<file path="config.mk">
export PLATFORM = sky130hd
export DESIGN_NAME = correlator_scheduler
export DESIGN_NICKNAME = d
export VERILOG_FILES = /design/src/rtl/correlator_scheduler.sv
export SDC_FILE = /design/constraint.sdc
export NUM_CORES = 1
export LEC_CHECK = 0
export ABC_AREA = 0
export BUFFER_PORTS_ARGS = -buffer_cell sky130_fd_sc_hd__buf_2
export CAP_MARGIN = 25
export CORE_MARGIN = 1.5
export CORE_UTILIZATION = 45
export CTS_BUF_LIST = sky130_fd_sc_hd__clkbuf_8
export CTS_CLUSTER_DIAMETER = 150
export CTS_CLUSTER_SIZE = 30
export DETAILED_ROUTE_END_ITERATION = 8
export GPL_TIMING_DRIVEN = 0
export HOLD_SLACK_MARGIN = 0.15
export SLEW_MARGIN = 20
export SYNTH_ARGS = -nofsm -noshare
export SYNTH_HDL_FRONTEND = slang
export SYNTH_SLANG_ARGS = --single-unit
</file>
<file path="constraint.sdc">
create_clock -name clk -period 4.2 [get_ports clk]
set_input_delay 0.42 -clock clk [delete_from_list [all_inputs] [get_ports clk]]
set_output_delay 0.42 -clock clk [all_outputs]
set_load 0.01 [all_outputs]
</file>
<file path="src/rtl/correlator_scheduler.sv">
// Correlator control: UART command decode, integration frame pacing with
// snapshot/counter_reset strobes, and the frame handoff to the UART serializer.
module correlator_scheduler #(
    parameter int NUM_INPUTS     = 4,
    parameter int DELAY_WIDTH    = 20,
    parameter int PERIOD_WIDTH   = 32,
    parameter int DEFAULT_PERIOD = 50000000,
    parameter int MIN_PERIOD     = 4
) (
    input  logic                              clk,
    input  logic                              reset_n,
    input  logic [7:0]                        rx_data,
    input  logic                              rx_valid,
    input  logic                              tx_busy,
    output logic                              tx_start,
    output logic                              snapshot,
    output logic                              counter_reset,
    output logic [NUM_INPUTS*DELAY_WIDTH-1:0] delay,
    output logic [31:0]                       leds,
    output logic [3:0]                        baud_rate,
    output logic                              transmit_enable,
    output logic [7:0]                        dropped_frames
);
    localparam logic [3:0] OP_CLEAR      = 4'd0;
    localparam logic [3:0] OP_SET_INDEX  = 4'd1;
    localparam logic [3:0] OP_SET_LEDS   = 4'd2;
    localparam logic [3:0] OP_SET_BAUD   = 4'd3;
    localparam logic [3:0] OP_SET_DELAY  = 4'd4;
    localparam logic [3:0] OP_COMMIT     = 4'd5;
    localparam logic [3:0] OP_SET_PERIOD = 4'd6;
    localparam logic [3:0] OP_ENABLE     = 4'd13;

    typedef enum logic [1:0] {
        ST_IDLE,
        ST_START,
        ST_WAIT_DONE
    } tx_state_t;

    tx_state_t               state_reg, state_next;
    logic [3:0]              index_reg;
    logic [2:0]              ptr_reg;
    logic                    commit_pending_reg;
    logic [31:0]             leds_reg;
    logic [3:0]              baud_rate_reg;
    logic                    transmit_enable_reg;
    logic [7:0]              dropped_reg;
    logic [PERIOD_WIDTH-1:0] period_reg, shadow_period_reg, cnt_reg;
    logic                    snapshot_reg, counter_reset_reg;
    logic                    drop;

    logic [3:0] opcode, arg;
    logic       cmd_clear, cmd_set_index, cmd_set_leds, cmd_set_baud;
    logic       cmd_set_delay, cmd_commit, cmd_set_period, cmd_enable;
    logic       apply;

    assign opcode         = rx_data[3:0];
    assign arg            = rx_data[7:4];
    assign cmd_clear      = rx_valid && (opcode == OP_CLEAR);
    assign cmd_set_index  = rx_valid && (opcode == OP_SET_INDEX);
    assign cmd_set_leds   = rx_valid && (opcode == OP_SET_LEDS);
    assign cmd_set_baud   = rx_valid && (opcode == OP_SET_BAUD);
    assign cmd_set_delay  = rx_valid && (opcode == OP_SET_DELAY) && (int'(index_reg) < NUM_INPUTS);
    assign cmd_commit     = rx_valid && (opcode == OP_COMMIT);
    assign cmd_set_period = rx_valid && (opcode == OP_SET_PERIOD);
    assign cmd_enable     = rx_valid && (opcode == OP_ENABLE);

    // Shadow copies move to the active set only on a snapshot cycle.
    assign apply = snapshot_reg && commit_pending_reg;

    // Nibble write masks; nibbles past the register width select nothing.
    logic [DELAY_WIDTH-1:0]  delay_mask, delay_data;
    logic [PERIOD_WIDTH-1:0] period_mask, period_data;

    always_comb begin
        delay_mask  = '0;
        delay_data  = '0;
        period_mask = '0;
        period_data = '0;
        for (int b = 0; b < DELAY_WIDTH; b++) begin
            delay_mask[b] = ((b / 4) == int'(ptr_reg));
            delay_data[b] = arg[b % 4];
        end
        for (int b = 0; b < PERIOD_WIDTH; b++) begin
            period_mask[b] = ((b / 4) == int'(ptr_reg));
            period_data[b] = arg[b % 4];
        end
    end

    genvar gi;
    generate
        for (gi = 0; gi < NUM_INPUTS; gi++) begin : g_lane
            logic [DELAY_WIDTH-1:0] shadow_delay_reg, active_delay_reg;
            logic                   lane_wr;

            assign lane_wr = cmd_set_delay && (int'(index_reg) == gi);

            always_ff @(posedge clk) begin
                if (!reset_n) begin
                    shadow_delay_reg <= '0;
                    active_delay_reg <= '0;
                end else begin
                    if (lane_wr)
                        shadow_delay_reg <= (shadow_delay_reg & ~delay_mask) | (delay_data & delay_mask);
                    if (apply)
                        active_delay_reg <= shadow_delay_reg;
                end
            end

            assign delay[gi*DELAY_WIDTH +: DELAY_WIDTH] = active_delay_reg;
        end
    endgenerate

    always_ff @(posedge clk) begin
        if (!reset_n) begin
            index_reg           <= '0;
            ptr_reg             <= '0;
            commit_pending_reg  <= 1'b0;
            leds_reg            <= '0;
            baud_rate_reg       <= '0;
            transmit_enable_reg <= 1'b0;
            dropped_reg         <= '0;
            shadow_period_reg   <= PERIOD_WIDTH'(DEFAULT_PERIOD);
            period_reg          <= PERIOD_WIDTH'(DEFAULT_PERIOD);
        end else begin
            if (cmd_set_index)
                index_reg <= arg;
            if (cmd_set_leds)
                leds_reg[index_reg*2 +: 2] <= arg[1:0];
            if (cmd_set_baud)
                baud_rate_reg <= arg;
            if (cmd_enable)
                transmit_enable_reg <= arg[0];

            if (cmd_clear)
                ptr_reg <= '0;
            else if (cmd_set_delay || cmd_set_period)
                ptr_reg <= ptr_reg + 3'd1;

            // A COMMIT landing on the applying snapshot re-arms for the next one.
            if (cmd_commit)
                commit_pending_reg <= 1'b1;
            else if (apply)
                commit_pending_reg <= 1'b0;

            if (cmd_set_period)
                shadow_period_reg <= (shadow_period_reg & ~period_mask) | (period_data & period_mask);
            if (apply)
                period_reg <= (shadow_period_reg < PERIOD_WIDTH'(MIN_PERIOD)) ?
                              PERIOD_WIDTH'(MIN_PERIOD) : shadow_period_reg;

            if (cmd_clear)
                dropped_reg <= '0;
            else if (drop && (dropped_reg != 8'hFF))
                dropped_reg <= dropped_reg + 8'd1;
        end
    end

    always_ff @(posedge clk) begin
        if (!reset_n) begin
            cnt_reg           <= '0;
            snapshot_reg      <= 1'b0;
            counter_reset_reg <= 1'b0;
        end else begin
            counter_reset_reg <= snapshot_reg;
            if (cnt_reg >= period_reg - PERIOD_WIDTH'(1)) begin
                cnt_reg      <= '0;
                snapshot_reg <= 1'b1;
            end else begin
                cnt_reg      <= cnt_reg + PERIOD_WIDTH'(1);
                snapshot_reg <= 1'b0;
            end
        end
    end

    always_ff @(posedge clk) begin
        if (!reset_n)
            state_reg <= ST_IDLE;
        else
            state_reg <= state_next;
    end

    always_comb begin
        state_next = state_reg;
        tx_start   = 1'b0;
        drop       = 1'b0;
        case (state_reg)
            ST_IDLE: begin
                if (snapshot_reg && transmit_enable_reg) begin
                    if (!tx_busy)
                        state_next = ST_START;
                    else
                        drop = 1'b1;
                end
            end
            ST_START: begin
                tx_start = 1'b1;
                drop     = snapshot_reg;
                if (tx_busy)
                    state_next = ST_WAIT_DONE;
            end
            ST_WAIT_DONE: begin
                drop = snapshot_reg;
                if (!tx_busy)
                    state_next = ST_IDLE;
            end
            default: state_next = ST_IDLE;
        endcase
    end

    assign snapshot        = snapshot_reg;
    assign counter_reset   = counter_reset_reg;
    assign leds            = leds_reg;
    assign baud_rate       = baud_rate_reg;
    assign transmit_enable = transmit_enable_reg;
    assign dropped_frames  = dropped_reg;

endmodule

</file>
* After elaboration in Yosys (flattened, before gate mapping)
Cells that the tools add are included.
** Storage, ports and cells
- Register bits :: 313
- Bits in latches :: 0
- RAM bits :: 0
- ROM bits :: 0
- Output and inout bits :: 128
- Word-level logic and storage cells :: 110
- Memories kept :: 0
** Operators by class
- $add $sub $neg :: 5
- $mul :: 0
- Div/mod/pow operators :: 0
- $lt $le $gt $ge :: 3
- Equality and inequality tests :: 24
- Shifts and indexed selects :: 2
- Multiplexer cells :: 14
- Bitwise operators :: 15
- Reductions and logical operators :: 26
** Operators by type and width (number)
- bitwise AND 20 bit :: 5
- OR 20 bit :: 4
- bitwise AND 32 bit :: 2
- negator 5 -> 34 bit :: 1
- variable shift 2 x 34 -> 32 bit, first input constant :: 1
- indexed part select 2 x 34 -> 32 bit :: 1
- adder 32 x 1 -> 32 bit, second input constant :: 1
- bitwise mux 32 bit :: 1
- greater-or-equal comparator 32 bit :: 1
- less-than comparator 32 x 3 -> 1 bit, second input constant :: 1
- two-way mux 32 bit :: 1
- inverter 32 bit :: 1
- OR 32 bit :: 1
- subtractor 32 x 1 -> 32 bit, second input constant :: 1
- equality test 4 x 3 -> 1 bit, second input constant :: 5
- inverter 20 bit :: 1
- logical AND 1 bit :: 16
- equality test 3 bit, first input constant :: 4
- equality test 4 x 2 -> 1 bit, second input constant :: 3
- adder 8 x 1 -> 8 bit, second input constant :: 1
- zero test 4 bit :: 2
- two-way mux 2 bit :: 4
- != test 2 bit, second input constant :: 4
- != test 8 bit, second input constant :: 1
- other kinds (18) :: 26

* Depth between registers and ports, before layout
Gate-level depths: netlist of the first run.
- Word-level depth :: 4
- Gate-level depth with buffers :: 15

* Worst setup path after synthesis of the first run
OpenSTA, ideal clock, no wires.
- Path type :: reg2reg
- Start :: register period_reg[10]
- End :: register cnt_reg[23]
- Setup time :: 0.128 ns
- Data arrival time :: 3.231 ns
- Required time :: 4.072 ns
- Setup slack :: 0.841 ns
- Cell stages (with the launch flop) :: 15
- Period minus slack after synthesis :: 3.359 ns
- Cell sequence :: dfxtp_1 or4_4 nor3_4 nor4b_4 and3_4 nor3b_2 xnor2_1 ha_1 nand4_1 nor3_1 o221ai_1 nand4_1 a41o_1 clkbuf_1 nor2_1
** On the way
- Cells in the longest elaborated chain, start to end :: 3
** RTL lines
- start, declared :: line 47 : logic [PERIOD_WIDTH-1:0] period_reg, shadow_period_reg, cnt_reg;
- start signal, assigned :: line 123 : period_reg <= PERIOD_WIDTH'(DEFAULT_PERIOD);
- start signal, assigned :: line 148 : period_reg <= (shadow_period_reg < PERIOD_WIDTH'(MIN_PERIOD)) ?
- subtractor 32 x 1 -> 32 bit :: line 165 : if (cnt_reg >= period_reg - PERIOD_WIDTH'(1)) begin
- greater-or-equal comparator 32 bit :: line 165
- OR reduction 2 bit (no source line)
- end signal, assigned :: line 169 : cnt_reg <= cnt_reg + PERIOD_WIDTH'(1);
- end, declared :: line 47
No other way between the ends.
A chain may end at the register's enable or synchronous reset.

* Worst setup path after layout of the first run
- Start :: register period_reg[10]
- End :: register cnt_reg[28]
The elaborated chain is that of the path after synthesis.

==> flow_summary.json, run 1 <==
{
  "insertion_delay_ps": 580,
  "syn_area_um2": 13210,
  "num_rows": 62,
  "synth_cells": 1591,
  "drive_gt1_share_pct": 10.61,
  "p_seq_share_pct": 67.9,
  "synth-seq-cells": 313,
  "critical-path-slowest-cell": "or4_4",
  "async_flop_share_pct": 0,
  "dp_slack_ps": 140.8,
  "avgSynthCellArea_um2": 8.302,
  "wl_per_cell_um": 15.98,
  "dpl_cell_area_um2": 14370,
  "peakVddDrop_v": 0.0002348,
  "timing_worst_slew_pin_value_ps": 995.9,
  "maxCapViolations": 0,
  "cts_root_buffer": "clkbuf_8",
  "tns_ps": 0,
  "die_h_um": 174.3,
  "h-tree-depth": 1,
  "ant_nets": 0,
  "drc": 0,
  "switchingPower_mw": 1.045,
  "post_cts_buffers": 0,
  "tritoncts": "done",
  "maxSlewViolCount": 0,
  "final.setup.worst_slack_ps": 321.0,
  "powerDensity_nw_per_um2": 300.9,
  "crit_arrival_ps": 4360,
  "crit_path_cell_trace": "or4_4 -> nor3_4 -> nor4b_4 -> and3_4 -> nor3b_2 -> xnor2_1 -> ha_1 -> nand4_1 -> nor3_1 -> o221ai_1 -> nand4_1 -> a41o_1 -> clkbuf_2 -> nor2_1",
  "crit_family": "simple AND/OR/NAND/NOR gates",
  "firstDrtPassIters": 5,
  "layout_commonest_cell": "nand2_1",
  "power.static_leakage_nw": 5.756,
  "p_int_mw": 3.350,
  "clkSinkCount": 313,
  "globalplace.congestion": 0.8070,
  "cp-end-kind": "register",
  "core-area_um2": 28780,
  "path_max_fanout": 10,
  "p_clk_share_pct": 28.7,
  "slew-limit-headroom_pct": 33.21,
  "portBuffers": 136,
  "hpwl_um": 25050,
  "wirelength_um": 34010,
  "fin_hold_ws_ps": 215.7,
  "path_common_cell": "nand4_1",
  "yosys-top-cells-area": "dfxtp_1 47%, nand2_1 11%, a21oi_1 7.2%",
  "fin_util_pct": 50.74,
  "final_cells": 2128,
  "grt_pass1_wl_um": 54720,
  "track_usage_pct": 22.06,
  "overflow": 0,
  "dieArea_um2": 30390,
  "synth_top_area_cell": "dfxtp_1",
  "hold_viol": 0,
  "setup_violations": 0,
  "hold_buffers": 0,
  "nets": 1806,
  "critPathMaxStageDelay_ps": 590,
  "worst_clock_skew_ps": 29.43,
  "ys_seq_area_share_pct": 47.44,
  "crit_buf_inv": 1,
  "synth-edff-count": 0,
  "clk_pin_slew_worst_paths_ps": 170,
  "grt_max_degree": 31,
  "p_total_mw": 4.395,
  "ys.warnings.count": 0,
  "vias": 11100,
  "dp_cells": 2112,
  "fmax_ghz": 0.2578,
  "synth.distinct_cells": 56,
  "status": "completed",
  "worstSetupPathType": "reg -> reg",
  "grt_antenna_before_repair": 0,
  "fp.dieW_um": 174.3,
  "p_comb_share_pct": 3.4,
  "fillers": 2837,
  "postLayoutCellArea_um2": 14600,
  "vias_per_cell": 5.217,
  "drt-initial-drc-count": 679,
  "rsz0062_at_grt": "false",
  "worst_hold_path_type": "in -> reg",
  "grt_pass1_vias": 10180,
  "netSwitchingFraction_pct": 23.77,
  "cts_inserted_buffers": 14,
  "mappedNetlistNets": 1653,
  "finalCritPeriodShare_pct": 92.36,
  "synth_flop_cell": "dfxtp_1",
  "crit_required_ps": 4680,
  "io_pins": 140,
  "area_delta_synth_final_pct": 10.56,
  "layout_common_cells": "371 x nand2_1, 313 x dfxtp_1, 191 x a21oi_1, 145 x buf_2, 141 x nor2_1",
  "n_antenna_cell": 0,
  "synth_top_area_share_pct": 47.44,
  "cts.repair.resized": 0,
  "clk_path_buf_depth": 3,
  "fin_crit_ps": 3879,
  "start_util_pct": 45.90,
  "startpoint_type": "register"
}
## layout make-up
class                      count  area, um^2  area share (%)
tap                          384       480.5           3.290
clock buffer                  15       206.4           1.414
sequential                   313        6266           42.91
timing repair buffer         137       684.4           4.686
multi-input combinational   1163        6499           44.50
inverter                      17       63.81          0.4369
clock inverter                 1       20.02          0.1371
buffer                        98       384.1           2.630
## metal layers
| layer | track usage [%] | wire length [um] | up-vias |
|---|---|---|---|
| li1 | - | - | 5627 |
| met1 | 31.26 | 16310 | 5216 |
| met2 | 35.89 | 15450 | 230 |
| met3 | 3.565 | 1813 | 28 |
| met4 | 3.412 | 436 | 0 |
| met5 | 0 | 0 | - |
## power by group through the flow
stage	Clock, mW	Sequential (mW)	Combinational, mW
CTS	1.31	2.98	0.150
global placement	0	3.04	0.148
floorplan	0	3.04	0.0894
finish	1.26	2.98	0.150
detailed placement	0	3.04	0.149
global route	1.40	2.99	0.165
## kinds of logic (layout without fill, tap and decap cells)
group / after synthesis / count (layout) / share of synthesized area, %
and+or+nand+nor: 750 / 750 / 25.44
DFF: 313 / 313 / 47.44
AOI/OAI and AO/OA: 221 / 221 / 8.885
buffers and inverters: 115 / 268 / 3.363
muxes: 74 / 74 / 5.627
xor gates and xnor gates: 68 / 68 / 4.509
adders and majority gates: 50 / 50 / 4.736
## synthesized netlist by cell type (all sizes together), types with 2 or more instances
| cell type | number |
|---|---|
| nor2 | 141 |
| a211oi | 7 |
| a41oi | 2 |
| nor4 | 13 |
| or2 | 2 |
| nor4b | 4 |
| and4 | 4 |
| a22oi | 2 |
| clkbuf | 85 |
| ha | 50 |
| mux2i | 72 |
| or3b | 2 |
| nand3b | 4 |
| xnor2 | 35 |
| o21ai | 9 |
| and3 | 14 |
| xor2 | 33 |
| or4 | 4 |
| nor3 | 16 |
| inv | 17 |
| nor3b | 7 |
| nor2b | 9 |
| mux2 | 2 |
| dfxtp | 313 |
| buf | 13 |
| nand4 | 21 |
| nand3 | 117 |
| a21oi | 191 |
| a21o | 2 |
| and2 | 13 |
| nand2b | 6 |
| nand2 | 371 |
## final timing paths
check | from | end | slack (ps) | cells past startpoint
worst min-delay path | rx_data[4] | leds[0]$_SDFFE_PN0P_ | 220 | 3
worst min register to register | register | g_lane[3].active_delay_reg[19]$_SDFFE_PN0P_ | 460 | 2
worst max-delay path | period_reg[10]$_SDFFE_PN0P_ | cnt_reg[28]$_SDFF_PP0_ | 320 | 14
worst max register to register | period_reg[10]$_SDFFE_PN0P_ | cnt_reg[28]$_SDFF_PP0_ | 320 | 14
## tightest hold or removal path, stage by stage
cell	delay, ps
buf_2	110
or3b_2	180
a21oi_1	60
(Power assumes the default switching activity.)
==> inputs of run 2 (changes only) <==
==> constraint.sdc (replaced) <==
create_clock -name clk -period 4.35 [get_ports clk]
set_input_delay 0.435 -clock clk [delete_from_list [all_inputs] [get_ports clk]]
set_output_delay 0.435 -clock clk [all_outputs]
set_load 0.01 [all_outputs]
==> run 2 against run 1 <==
Combinational power fell by 3%. Non-clock buffer count is the same. Die area did not move. Highest routed layer unchanged.
==> flow_summary.json, run 2 (synthesis gave the netlist of run 1 again) <==
{
  "ff2ff_path_depth": 14,
  "tritoncts": "done",
  "clkSinkCount": 313,
  "rr_endpoint": "cnt_reg[8]$_SDFF_PP0_",
  "hpwl_um": 25050,
  "layout_common_cells": "371 x nand2_1, 313 x dfxtp_1, 191 x a21oi_1, 145 x buf_2, 141 x nor2_1",
  "portBuffers": 136,
  "final_cells": 2128,
  "r2r_start": "period_reg[10]$_SDFFE_PN0P_",
  "hold_viol": 0,
  "timing_worst_slew_pin_value_ps": 995.9,
  "final.setup.worst_slack_ps": 347.1,
  "worst_clock_skew_ps": 28.85,
  "vias": 11100,
  "finalCritPeriodShare_pct": 92.02,
  "dp_cells": 2112,
  "dieArea_um2": 30390,
  "globalplace.congestion": 0.8070,
  "grt_antenna_before_repair": 0,
  "layout_commonest_cell": "nand2_1",
  "peakVddDrop_v": 0.0002267,
  "wl_per_cell_um": 15.98,
  "critPathMaxStageDelay_ps": 590,
  "cts_root_buffer": "clkbuf_8",
  "n_antenna_cell": 0,
  "overflow": 0,
  "clk_path_buf_depth": 3,
  "post_cts_buffers": 0,
  "ant_nets": 0,
  "power.static_leakage_nw": 5.750,
  "slew-limit-headroom_pct": 33.21,
  "drive_gt1_share_pct": 10.49,
  "rsz0062_at_grt": "false",
  "drt-initial-drc-count": 680,
  "grt_max_degree": 31,
  "num_rows": 62,
  "powerDensity_nw_per_um2": 290.6,
  "insertion_delay_ps": 580,
  "path_max_fanout": 10,
  "firstDrtPassIters": 5,
  "crit_path_cell_trace": "or4_4 -> nor3_4 -> nor4b_4 -> and3_4 -> nor3b_2 -> xnor2_1 -> ha_1 -> nand4_1 -> nor3_1 -> o221ai_1 -> nand4_1 -> a41o_1 -> clkbuf_1 -> nor2_1",
  "fp.dieW_um": 174.3,
  "maxCapViolations": 0,
  "clk_pin_slew_worst_paths_ps": 170,
  "crit_family": "simple AND/OR/NAND/NOR gates",
  "critical-path-slowest-cell": "or4_4",
  "worst_hold_path_type": "in -> reg",
  "holdPathStages": 3,
  "grt_pass1_vias": 10180,
  "status": "completed",
  "cts_inserted_buffers": 14,
  "nets": 1806,
  "cp-end-kind": "register",
  "fin_crit_ps": 4003,
  "vias_per_cell": 5.217,
  "crit_arrival_ps": 4460,
  "track_usage_pct": 22.06,
  "fmax_ghz": 0.2498,
  "setup_violations": 0,
  "core-area_um2": 28780,
  "maxSlewViolCount": 0,
  "io_pins": 140,
  "start_util_pct": 45.90,
  "r2r_slack_ps": 350,
  "die_h_um": 174.3,
  "dp_slack_ps": 290.8,
  "area_delta_synth_final_pct": 10.54,
  "drc": 0,
  "crit_buf_inv": 1,
  "crit_required_ps": 4810,
  "h-tree-depth": 1,
  "worstSetupPathType": "reg -> reg",
  "startpoint_type": "register",
  "tns_ps": 0,
  "holdPathEnd": "leds[0]$_SDFFE_PN0P_",
  "wirelength_um": 34000,
  "path_common_cell": "nand4_1",
  "grt_pass1_wl_um": 54720,
  "hp-start": "rx_data[4]"
}
[run 2: cell count changes in the layout (fill, tap and decap cells not counted)]
cell,change
clkbuf_1,+1
clkbuf_2,-2
buf_1,+1
[run 2: worst reg2reg max path: stages, from the launching register on]
cell	delay [ps]
dfxtp_1	400
or4_4	590
nor3_4	160
nor4b_4	300
and3_4	280
nor3b_2	190
xnor2_1	100
ha_1	300
nand4_1	90
nor3_1	390
o221ai_1	240
nand4_1	150
a41o_1	230
clkbuf_1	380
nor2_1	100
[run 2: timing repair]
item | in CTS | in global routing
endpoints found under the setup margin | 0 | 4
resized for setup | 0 | 2
hold buffers | 0 | 0
[run 2: final cells by class]
cell class | instances | area [um^2]
buffer | 98 | 381.6
sequential | 313 | 6266
clock inverter | 1 | 20.02
timing repair buffer | 137 | 684.4
multi-input combinational | 1163 | 6499
clock buffer | 15 | 206.4
inverter | 17 | 63.81
fill | 2837 | 14180
tap | 384 | 480.5
[run 2: worst max-delay path by stage]
stage	startpoint	endpoint	slack, ps	cells past startpoint
floorplan	period_reg[10]$_SDFFE_PN0P_	cnt_reg[23]$_SDFF_PP0_	990	14
global placement	period_reg[10]$_SDFFE_PN0P_	cnt_reg[27]$_SDFF_PP0_	390	14
detailed placement	period_reg[10]$_SDFFE_PN0P_	cnt_reg[28]$_SDFF_PP0_	290	14
CTS	period_reg[10]$_SDFFE_PN0P_	cnt_reg[28]$_SDFF_PP0_	290	14
global route	period_reg[10]$_SDFFE_PN0P_	cnt_reg[18]$_SDFF_PP0_	30	14
finish	period_reg[10]$_SDFFE_PN0P_	cnt_reg[8]$_SDFF_PP0_	350	14
[run 2: metrics by stage]
step / area, um^2 / total power [mW] / utilization (%) / hold slack, ps
3_5_place_dp: 14370 / 3.084 / 49.94 / 443.9
3_3_place_gp: 14370 / 3.083 / 49.93 / 439.4
6_report: 14600 / 4.243 / 50.73 / 231.0
2_1_floorplan: 13210 / 3.025 / - / 425.6
5_1_grt: 14600 / 4.394 / 50.73 / 218.1
4_1_cts: 14600 / 4.285 / 50.73 / 197.0
[run 2: per-layer routing]
| layer | track usage [%] | up-vias | share of wire [%] |
|---|---|---|---|
| li1 | - | 5627 | - |
| met2 | 35.89 | 239 | 45 |
| met5 | 0 | - | 0 |
| met1 | 31.26 | 5207 | 48 |
| met3 | 3.565 | 28 | 5.4 |
| met4 | 3.412 | 0 | 1.3 |
[run 2: where the power goes]
part	total [mW]	switching, mW	internal (mW)
sequential	2.88	0.00453	2.87
combinational	0.145	0.114	0.0304
clock	1.22	0.889	0.329
